`config.mk`:
```
export PLATFORM = sky130hd
export DESIGN_NAME = dpram_gen2
export DESIGN_NICKNAME = d
export VERILOG_FILES = /design/src/rtl/dpram_pkg.sv /design/src/rtl/dpram_gen2_outpipe.sv /design/src/rtl/dpram_gen2.sv
export SDC_FILE = /design/constraint.sdc
export NUM_CORES = 1
export LEC_CHECK = 0
export CORE_MARGIN = 3
export CORE_UTILIZATION = 40
export CTS_BUF_LIST = sky130_fd_sc_hd__clkbuf_4
export DETAILED_ROUTE_END_ITERATION = 6
export PLACE_DENSITY_LB_ADDON = 0.12
export SETUP_SLACK_MARGIN = 0.1
export SYNTH_ARGS = -nofsm -noshare
export SYNTH_HDL_FRONTEND = slang
export SYNTH_HIERARCHICAL = 1
export SYNTH_SLANG_ARGS = --single-unit
```
`constraint.sdc`:
```
create_clock -name clK -period 3.9 [get_ports clK]
set_clock_uncertainty 0.2 [all_clocks]
set_input_delay 0.78 -clock clK [delete_from_list [all_inputs] [get_ports clK]]
set_output_delay 0.78 -clock clK [all_outputs]
set_load 0.1 [all_outputs]
```
`src/rtl/dpram_pkg.sv`:
```
// dpram_pkg: shared types for the dual-port RAM.
// Holds controller state encoding and read-during-write modes.
package dpram_pkg;

  typedef enum logic {
    CLEAR = 1'b0,
    READY = 1'b1
  } dp_state_e;

  localparam int RDW_READ_FIRST  = 0;
  localparam int RDW_WRITE_FIRST = 1;

endpackage

```
`src/rtl/dpram_gen2_outpipe.sv`:
```
// dpram_gen2_outpipe: per-port read data / VALID output stage.
// Ports: clk_i, rst_ni, vld_i, data_i in; vld_o, data_o out.
module dpram_gen2_outpipe #(
  parameter int DATA    = 16,
  parameter int OUT_REG = 0
) (
  input  logic            clk_i,
  input  logic            rst_ni,
  input  logic            vld_i,
  input  logic [DATA-1:0] data_i,
  output logic            vld_o,
  output logic [DATA-1:0] data_o
);

  logic            s1_vld_q;
  logic [DATA-1:0] s1_data_q;

  // Data only moves with VALID so the output holds between reads.
  always_ff @(posedge clk_i or negedge rst_ni) begin
    if (!rst_ni) begin
      s1_vld_q  <= 1'b0;
      s1_data_q <= '0;
    end else begin
      s1_vld_q <= vld_i;
      if (vld_i) s1_data_q <= data_i;
    end
  end

  if (OUT_REG != 0) begin : g_reg
    logic            s2_vld_q;
    logic [DATA-1:0] s2_data_q;

    always_ff @(posedge clk_i or negedge rst_ni) begin
      if (!rst_ni) begin
        s2_vld_q  <= 1'b0;
        s2_data_q <= '0;
      end else begin
        s2_vld_q <= s1_vld_q;
        if (s1_vld_q) s2_data_q <= s1_data_q;
      end
    end

    assign vld_o  = s2_vld_q;
    assign data_o = s2_data_q;
  end else begin : g_noreg
    assign vld_o  = s1_vld_q;
    assign data_o = s1_data_q;
  end

endmodule

```
`src/rtl/dpram_gen2.sv`:
```
// dpram_gen2: true dual-port RAM with byte enables and power-up clear.
// Ports: clK, rst_n, a/b_port_{EN,WR,BE,ADDR,data_IN} in; a/b_port_{data_OUT,VALID}, init_BUSY, coll_ERR out.
module dpram_gen2
  import dpram_pkg::*;
#(
  parameter int              DATA     = 16,
  parameter int              ADDR     = 5,
  parameter int              RDW_MODE = 0,
  parameter int              OUT_REG  = 0,
  parameter logic [DATA-1:0] CLR_VAL  = '0
) (
  input  logic              clK,
  input  logic              rst_n,
  output logic              init_BUSY,
  output logic              coll_ERR,
  input  logic              a_port_EN,
  input  logic              a_port_WR,
  input  logic [DATA/8-1:0] a_port_BE,
  input  logic [ADDR-1:0]   a_port_ADDR,
  input  logic [DATA-1:0]   a_port_data_IN,
  output logic [DATA-1:0]   a_port_data_OUT,
  output logic              a_port_VALID,
  input  logic              b_port_EN,
  input  logic              b_port_WR,
  input  logic [DATA/8-1:0] b_port_BE,
  input  logic [ADDR-1:0]   b_port_ADDR,
  input  logic [DATA-1:0]   b_port_data_IN,
  output logic [DATA-1:0]   b_port_data_OUT,
  output logic              b_port_VALID
);

  localparam int NBE   = DATA / 8;
  localparam int DEPTH = 2 ** ADDR;

  function automatic logic [DATA-1:0] be_merge(
    input logic [DATA-1:0] old_w,
    input logic [DATA-1:0] new_w,
    input logic [NBE-1:0]  be
  );
    logic [DATA-1:0] r;
    r = old_w;
    for (int i = 0; i < NBE; i++) begin
      if (be[i]) r[8*i +: 8] = new_w[8*i +: 8];
    end
    return r;
  endfunction

  logic [DATA-1:0] mem_q [DEPTH];

  dp_state_e       state_q, state_d;
  logic [ADDR-1:0] clr_addr_q, clr_addr_d;
  logic            clr_we, ready;
  logic            coll_q, coll_d;

  // Controller: state register
  always_ff @(posedge clK or negedge rst_n) begin
    if (!rst_n) begin
      state_q    <= CLEAR;
      clr_addr_q <= '0;
    end else begin
      state_q    <= state_d;
      clr_addr_q <= clr_addr_d;
    end
  end

  // Controller: next state
  always_comb begin
    state_d    = state_q;
    clr_addr_d = clr_addr_q;
    case (state_q)
      CLEAR: begin
        clr_addr_d = clr_addr_q + ADDR'(1);
        if (clr_addr_q == '1) state_d = READY;
      end
      READY: ;
      default: state_d = CLEAR;
    endcase
  end

  // Controller: outputs
  always_comb begin
    clr_we    = (state_q == CLEAR);
    ready     = (state_q == READY);
    init_BUSY = clr_we;
  end

  logic            a_rd, b_rd, a_we, b_we;
  logic            same, b_we_eff;
  logic [DATA-1:0] a_old, b_old;
  logic [DATA-1:0] a_wdat, b_wdat;
  logic [DATA-1:0] a_rdat, b_rdat;

  always_comb begin
    a_rd  = ready & a_port_EN;
    b_rd  = ready & b_port_EN;
    a_we  = a_rd & a_port_WR & (|a_port_BE);
    b_we  = b_rd & b_port_WR & (|b_port_BE);
    same  = (a_port_ADDR == b_port_ADDR);
    a_old = mem_q[a_port_ADDR];
    b_old = mem_q[b_port_ADDR];

    // A's word absorbs B's lanes on a shared address, A lanes on top.
    b_wdat   = be_merge(b_old, b_port_data_IN, b_port_BE);
    a_wdat   = be_merge((b_we && same) ? b_wdat : a_old,
                        a_port_data_IN, a_port_BE);
    b_we_eff = b_we & ~(a_we & same);
    coll_d   = a_we & b_we & same & (|(a_port_BE & b_port_BE));

    a_rdat = a_old;
    b_rdat = b_old;
    if (RDW_MODE == RDW_WRITE_FIRST) begin
      if (a_we)              a_rdat = a_wdat;
      else if (b_we && same) a_rdat = b_wdat;
      if (a_we && same)      b_rdat = a_wdat;
      else if (b_we)         b_rdat = b_wdat;
    end
  end

  always_ff @(posedge clK) begin
    if (clr_we) begin
      mem_q[clr_addr_q] <= CLR_VAL;
    end else begin
      if (a_we)     mem_q[a_port_ADDR] <= a_wdat;
      if (b_we_eff) mem_q[b_port_ADDR] <= b_wdat;
    end
  end

  always_ff @(posedge clK or negedge rst_n) begin
    if (!rst_n) coll_q <= 1'b0;
    else        coll_q <= coll_d;
  end

  assign coll_ERR = coll_q;

  dpram_gen2_outpipe #(
    .DATA    (DATA),
    .OUT_REG (OUT_REG)
  ) u_out_a (
    .clk_i  (clK),
    .rst_ni (rst_n),
    .vld_i  (a_rd),
    .data_i (a_rdat),
    .vld_o  (a_port_VALID),
    .data_o (a_port_data_OUT)
  );

  dpram_gen2_outpipe #(
    .DATA    (DATA),
    .OUT_REG (OUT_REG)
  ) u_out_b (
    .clk_i  (clK),
    .rst_ni (rst_n),
    .vld_i  (b_rd),
    .data_i (b_rdat),
    .vld_o  (b_port_VALID),
    .data_o (b_port_data_OUT)
  );

endmodule

```
==> results.json <==
{
  "slew_headroom_pct": 31.8,
  "clock_path_buffers": 3,
  "yosysTopAreaCellShare_pct": 46.7,
  "ff2ff_setup_slack_ns": 0.57,
  "worst_slew_pin_slew_ns": 1.02,
  "final-hold-violation-count": 0,
  "final_nets": 2925,
  "ctsResizeCount": 0,
  "cts_buffers": 154,
  "synth_cells": 2470,
  "arrival_ns": 2.52,
  "cts_tree": "yes",
  "setup_viol_count_final": 0,
  "dr_total_vias": 25200,
  "start_util_pct": 40.6,
  "synthArstFlopShare_pct": 7.41,
  "swShare_pct": 29.3,
  "cp_slowest_cell": "clkdlybuf4s50_1",
  "drive_above_1_share_pct": 29.5,
  "dp_hpwl_um": 95900,
  "critPathLaunchType": "register",
  "period_needed_ns": 3.50,
  "p_total_mw": 15.2,
  "drc": 0,
  "hold_class": "input pin to async pin",
  "avgViaCountPerCell": 6.22,
  "rsz0062_at_grt": "no",
  "power_switching_mw": 4.45,
  "syn-cell-area_um2": 32900,
  "antenna_left": 0,
  "dr.pass1.iters": 5,
  "path_class": "register to primary output",
  "antenna_found_initial": 2,
  "num_rows": 104,
  "grt_pass1_wl_um": 182000,
  "pin_count": 88,
  "crit_required_ns": 2.92,
  "ir_drop_v": 0.000218,
  "timing.max_cap.violations": 0,
  "seq_area_frac_synth_pct": 49.9,
  "placed_area_um2": 38500,
  "powerDensity_nw_per_um2": 374,
  "critical_path.cell_chain": "clkdlybuf4s50_1",
  "synthTopCellsByArea": "edfxtp_1 47%, mux2i_1 27%, mux4_2 4.6%, dfrtp_1 3.1%, o22ai_1 2.4%",
  "leakage_nw": 18.2,
  "fin_tns_setup_ns": 0,
  "worstReg2RegEnd": "mem_q[18][11]$_DFFE_PP_",
  "fin_hold_ws_ns": 0.273,
  "drt_wl_total_um": 128000,
  "cts_setup_buffers": 0,
  "synth_seq_cells": 553,
  "clk_latency_ns": 1.01,
  "synth_warnings": 6,
  "p_clk_share_pct": 37.8,
  "p_int_mw": 10.8,
  "root_buffer": "clkbuf_4",
  "port_buffers": 87,
  "gp_congestion": 0.994,
  "clkSlewWorstSetupHoldPaths_ns": 0.06,
  "fp.coreArea_um2": 80900,
  "clock_sinks": 553,
  "slew_violations": 0,
  "seqPwrFrac_pct": 43.6,
  "grt_pass1_vias": 24700,
  "drt_iter0_markers": 3306,
  "synthFlopType": "edfxtp_1",
  "p_comb_share_pct": 18.6,
  "critPathTopFamily": "buffers and inverters",
  "cp-startpoint": "u_out_b/data_o[4]$_DFFE_PN0P_",
  "worst-r2r-cell-count": 8,
  "crit_fanout": 2,
  "rr_startpoint": "ready$_DFF_PN0_",
  "die_w_um": 293,
  "fin_crit_sh_pct": 89.7,
  "status": "finished, final reports clean",
  "area_growth_pct": 23.4,
  "stdcell_area_um2": 40600,
  "end_kind": "primary output",
  "htree_levels": 4,
  "clock.fmax_mhz": 286,
  "path_buf_inv": 1,
  "syn_area_per_cell_um2": 13.3,
  "grt_usage_pct": 29.4,
  "grt_max_degree": 42,
  "yosys.area.top_type": "edfxtp_1",
  "die_area_um2": 85700,
  "grt_overflow": 0,
  "synth-edff-count": 512,
  "fp.dieH_um": 293,
  "routedWlPerCell_um": 31.6,
  "cpPeakStageDelay_ns": 1.17,
  "syn_nets": 2524,
  "synth_cell_type_count": 63
}
-- power by group through the flow --
stage	clock network, mW	registers [mW]	logic (mW)
final	5.74	6.63	2.83
after global routing	6.16	6.64	2.94
after CTS	5.85	6.63	2.79
after detailed placement	0	6.75	2.78
after global placement	0	6.75	2.75
after floorplan	0	7.20	1.18
-- sequential cells by signal, indices dropped and copies added (netlist names) --
signal,flops
mem_q,512
u_out_a/data_o,16
u_out_b/data_o,16
clr_addr_q,5
coll_ERR,1
ready,1
u_out_a/vld_o,1
u_out_b/vld_o,1
-- Yosys cell counts (19+ instances only) --
cell	instances
o21ai_0	70
a21oi_1	31
a221oi_1	54
nor4_1	41
o22ai_1	128
a22oi_1	19
buf_2	148
nand3_1	30
clkbuf_1	75
nand2_1	56
mux4_2	67
mux2i_1	903
inv_1	26
mux2_4	20
edfxtp_1	512
dfrtp_1	41
-- area by class of cell --
cell class                 instances  area (um^2)
multi-input combinational       1611        15100
fill                            7050        40300
tap                             1060         1330
timing repair buffer             525         5570
clock inverter                    38          354
sequential                       553        16400
antenna                            2         5.00
inverter                          26         97.6
clock buffer                     230         1730
-- how the worst max path moves through the flow --
stage,to,depth (start not counted)
global placement,mem_q[16][11]$_DFFE_PP_,11
floorplan,mem_q[2][0]$_DFFE_PP_,7
CTS,b_port_data_OUT[4],1
finish,b_port_data_OUT[4],1
detailed placement,mem_q[24][1]$_DFFE_PP_,12
global route,b_port_data_OUT[4],1
-- cells by family (layout without fill, tap and decap cells) --
family | Yosys count | in the layout | synth area share [%]
XOR/XNOR | 8 | 8 | 0.213
AND/OR/NAND/NOR | 241 | 241 | 4.26
AO/OA/AOI/OAI | 355 | 355 | 7.25
other | 0 | 2 | 0
adder cells (fa/ha/maj) | 2 | 2 | 0.0761
buffers and inverters | 306 | 819 | 4.82
flip-flops | 553 | 553 | 49.9
multiplexers | 1005 | 1005 | 33.5
-- layer usage --
layer / up-vias / global-route usage, % / part of all wire, % / wire length [um]
met5: - / 0 / 0 / 0
met4: 0 / 6.70 / 1.8 / 2340
met3: 147 / 7.06 / 9.4 / 12000
met2: 1363 / 44.0 / 44 / 56000
met1: 13000 / 43.3 / 45 / 57400
li1: 10700 / - / - / -
-- per-stage QoR --
step                      std cells  utilization [%]  setup slack [ns]
final                          4045             50.2             0.403
after global placement         3774             47.6           -0.0983
after global routing           4045             50.2             0.268
after detailed placement       3774             47.6            -0.137
after floorplan                2470                -           -0.0395
after CTS                      4043             50.2             0.251
-- placed cells by master, fill, tap and decap left out, types with 17 or more instances in the layout --
master,count
and2_1,17
a221oi_1,54
clkdlybuf4s50_1,75
o21ai_2,28
clkbuf_4,230
inv_1,26
buf_12,114
nand2_1,56
a21oi_1,31
o21ai_0,43
mux4_2,67
dfrtp_1,41
buf_4,331
mux2_4,20
edfxtp_1,512
nand3_1,30
mux2i_1,888
nor4_1,41
a22oi_1,19
clkinv_1,24
o22ai_1,128
-- what timing repair did --
action | 4_1_cts | 5_1_grt
hold endpoints to repair | 41 | 0
endpoints found under the setup margin | 0 | 0
hold buffers | 1 | 0
Note: power is estimated with default switching activity, not from simulation.
==> RTL change 1, RTL diff (config.mk and constraints unchanged) <==
Add an input register stage for `b_port_data_IN`, cleared by the reset; this delays it by one clock. The other inputs are not delayed to match.
--- a/src/rtl/dpram_gen2.sv
+++ b/src/rtl/dpram_gen2.sv
@@ -32,4 +32,14 @@
   localparam int NBE   = DATA / 8;
   localparam int DEPTH = 2 ** ADDR;
+
+  logic [DATA-1:0] b_port_data_IN_q;
+
+  always_ff @(posedge clK or negedge rst_n) begin
+    if (!rst_n) begin
+      b_port_data_IN_q <= '0;
+    end else begin
+      b_port_data_IN_q <= b_port_data_IN;
+    end
+  end
 
   function automatic logic [DATA-1:0] be_merge(
@@ -101,5 +111,5 @@
 
     // A's word absorbs B's lanes on a shared address, A lanes on top.
-    b_wdat   = be_merge(b_old, b_port_data_IN, b_port_BE);
+    b_wdat   = be_merge(b_old, b_port_data_IN_q, b_port_BE);
     a_wdat   = be_merge((b_we && same) ? b_wdat : a_old,
                         a_port_data_IN, a_port_BE);
Check against the original RTL: same outputs for any inputs over 4 cycles, from zero or initial values and one cycle with rst_n low; that may be too few to reach the edited logic, so the function may still have changed.
==> RTL change 1 against the original RTL <==
Cell area grew 0.76%. Routed wire length is 2.7% higher. Via count is 1.4% higher. Count of clock-buffer cells in the layout is 8 higher. Area after synthesis is 1.1% higher. Sequential cell count rose by 16. Setup slack got worse by 0.051 ns. Global-route usage increased by 0.71 points. Largest cell class unchanged. Total power rose by 1.2%.
==> RTL change 1: results (changes against the original RTL) <==
The share of layout cells above drive strength 1 is 0.285 (was 0.295). The share of power burned in combinational logic is 0.184 (was 0.186), and the number of DRC markers after the initial detailed-route iteration is 3,265 (was 3,306). For the net count of the mapped netlist, the log shows 2,540 (was 2,524). Top area cells in the synthesized netlist: edfxtp_1 (46%), mux2i_1 (27%), mux4_2 (4.5%), dfrtp_1 (4.3%), o22ai_1 (2.4%) (was edfxtp_1 (47%), mux2i_1 (27%), mux4_2 (4.6%), dfrtp_1 (3.1%), o22ai_1 (2.4%)). The worst setup slack after placement came out at -0.480 ns (was -0.137 ns). The worst-case hold slack came out at 0.262 ns (was 0.273 ns). For the final weighted congestion of routability-driven global placement, the log shows 0.932 (was 0.994). For the met2 capacity usage during global routing, the log shows 0.453 (was 0.440).

The tools report the end point of the critical path as b_port_data_OUT[9] (was b_port_data_OUT[4]). The fraction of area in clock buffers and inverters was 0.0503 (was 0.0512). The tools report the wire length on met3 as 13,800 um (was 12,000 um). The logs give 0.0771 (was 0.0706) for the met3 demand-to-capacity share in global routing and 0.373 (was 0.378) for the share of total power in the clock network. The later-pin clock latency in the skew report was 1.05 ns (was 1.01 ns); the flip-flop and latch area was 0.0168 mm^2 (was 0.0164 mm^2). The run gives 0.00456 W (was 0.00445 W) as the total net switching power. The run finished with clean final reports.

The non-clock buffering overhead in the final layout came out at 0.135 (was 0.137). The average via count per standard cell was 6.26 (was 6.22); the wire length of the first global-routing pass was 187,000 um (was 182,000 um). The distinct cell type count of the synthesized netlist was 62 (was 63); the final sequential cell count was 569 (was 553). The transition time at the pin with the least slew margin was 1.02 ns (about the same); the number of cells in the finished layout apart from fillers was 4,077 (was 4,045).

The tools report the standby leakage power as 18.4 nW (was 18.2 nW).
==> RTL change 1: cell types whose count changed in the layout (fill, tap and decap cells not counted), moves of 4 or more <==
cell,before,now
buf_4,331,308
dfrtp_1,41,57
dlygate4sd3_1,1,17
clkbuf_4,230,238
diode_2,2,9
nand2_1,56,63
nand2_2,7,0
buf_12,114,110
clkinv_1,24,20
==> RTL change 1: cell families after synthesis <==
group,after synthesis,synth area share
xor+xnor,8,0.00211
flops,569,0.505
compound gates,355,0.0717
mux,1005,0.332
buf+inv,306,0.0476
fa+ha+maj,2,0.000752
simple gates,241,0.0414
==> RTL change 1: worst register-to-register path, cell delays in order (launching register included) <==
cell	delay [ns]
dfrtp_1	0.58
o2111ai_1	0.28
buf_4	0.23
nor3_2	0.33
nand2_1	0.15
or3_1	0.32
buf_4	0.20
o2111ai_2	0.30
buf_12	0.23
mux2i_1	0.14
==> RTL change 2, RTL diff (same flow settings) <==
Made on the original files. `DATA` is set to 16 in 2 places; all go to 18.
--- a/src/rtl/dpram_gen2_outpipe.sv
+++ b/src/rtl/dpram_gen2_outpipe.sv
@@ -2,5 +2,5 @@
 // Ports: clk_i, rst_ni, vld_i, data_i in; vld_o, data_o out.
 module dpram_gen2_outpipe #(
-  parameter int DATA    = 16,
+  parameter int DATA    = 18,
   parameter int OUT_REG = 0
 ) (
--- a/src/rtl/dpram_gen2.sv
+++ b/src/rtl/dpram_gen2.sv
@@ -4,5 +4,5 @@
   import dpram_pkg::*;
 #(
-  parameter int              DATA     = 16,
+  parameter int              DATA     = 18,
   parameter int              ADDR     = 5,
   parameter int              RDW_MODE = 0,
Ports: changed (resized a_port_data_IN, a_port_data_OUT, b_port_data_IN and b_port_data_OUT); port bits go from 88 to 96. No check against the original RTL was run, so the function may have changed too.
==> RTL change 2 against the original RTL <==
The run now ends with DRC left. Sequential cell count is 68 higher. Area after synthesis is 19% higher. Global-route usage is 5.5 points higher. Total power is 13% higher. Routed wire length is 42% higher. Sequential share of layout area is 0.98 points lower. Setup slack worse by 0.19 ns. Cell area is 15% higher.
==> RTL change 2: results (changes against the original RTL) <==
The worst-case hold slack was 0.191 ns (was 0.273 ns). The wire length on met3 was 21,600 um (was 12,000 um); the number of DRC markers after the initial detailed-route iteration was 5,349 (was 3,306). Average instance area after synthesis: 11.8 um^2 (was 13.3 um^2).

The average wire length per cell after detail routing was 36.4 um (was 31.6 um); the proportion of register bits with asynchronous set or reset after synthesis was 0.0725 (was 0.0741). The total met2 wirelength after detailed routing was 77,300 um (was 56,000 um); the TritonCTS buffer count was 177 (was 154). The instance count after placement with tap cells included was 4,688 (was 3,774). The run gives 0.45 ns (was 0.57 ns) as the register-to-register path setup slack. The logs give 7 (was 5) for the first-pass iteration count of the detailed router and 0.349 (was 0.294) for the overall track demand over capacity in global routing. The logs give 227 uV (was 218 uV) for the maximum vdd ir drop and 0.470 (was 0.499) for the register area share after synthesis. The flow ran to the end, but the final reports show violations. The fraction of synthesized area in multiplexers is 0.183 (was 0.335), and the number of enable-type register cells in the synthesized netlist is 576 (was 512). Data arrival time of the worst path: 2.71 ns (was 2.52 ns). The met1 wire length was 68,200 um (was 57,400 um). For the DRC violation count after routing, the log shows 2 (was 0).

Final weighted congestion of routability-driven global placement: 0.961 (was 0.994). The average via count per standard cell works out to 6.74 (was 6.22). The run gives 1.14 ns (was 1.01 ns) as the later-pin clock latency in the skew report.

The largest net degree at the start of global routing was 54 (was 42); the worst setup slack after placement was -0.210 ns (was -0.137 ns). The worst setup path startpoint is u_out_a/data_o[16] (was u_out_b/data_o[4]). The top routing layer in use was met5 (was met4). The number of I/O port buffers came out at 91 (was 87). The standby leakage power is 16.7 nW (was 18.2 nW). The checks that failed: DRC.

Share of layout cells above drive strength 1: 0.292 (was 0.295). The number of cells in the finished layout apart from fillers is 5,005 (was 4,045), and the flip-flop count of the largest register after layout is 576 (was 512). The net count of the mapped netlist came out at 3,378 (was 2,524). The critical register-to-register path endpoint is mem_q[29][16] (was mem_q[18][11]).

The transition time at the pin with the least slew margin is 1.20 ns (was 1.02 ns). The complex-gate fraction of the synthesized area is 0.182 (was 0.0725). The placed standard-cell area is 0.0445 mm^2 (was 0.0385 mm^2), and the adder-cell share of the synthesized area is 0.000638 (was 0.000761).
==> RTL change 2: repair_timing <==
action / 4_1_cts / 5_1_grt
hold endpoints to repair: 33 / 0
hold buffers: 1 / 0
gates resized for setup: 0 / 0
==> RTL change 2: layer usage <==
| layer | GRT usage | up-vias |
|---|---|---|
| li1 | - | 13800 |
| met1 | 0.450 | 16800 |
| met2 | 0.511 | 2611 |
| met3 | 0.0923 | 579 |
| met4 | 0.245 | 2 |
| met5 | 0 | - |
==> RTL change 2: final cells by class <==
type                    instances  area (um^2)
diodes                          1         2.50
clock inverters                58          292
clock buffers                 257         1930
multi-input cells            2271        18800
fillers                      8626        50200
flip-flops and latches        621        18400
inverters                      28          105
repair buffers                493         5590
well taps                    1276         1600
==> RTL change 2: where the power goes <==
part	internal, W	leakage (nW)	switching [W]
Sequential	0.00739	5.82	0.0000630
Clock	0.00315	1.33	0.00308
Combinational	0.00118	9.50	0.00225
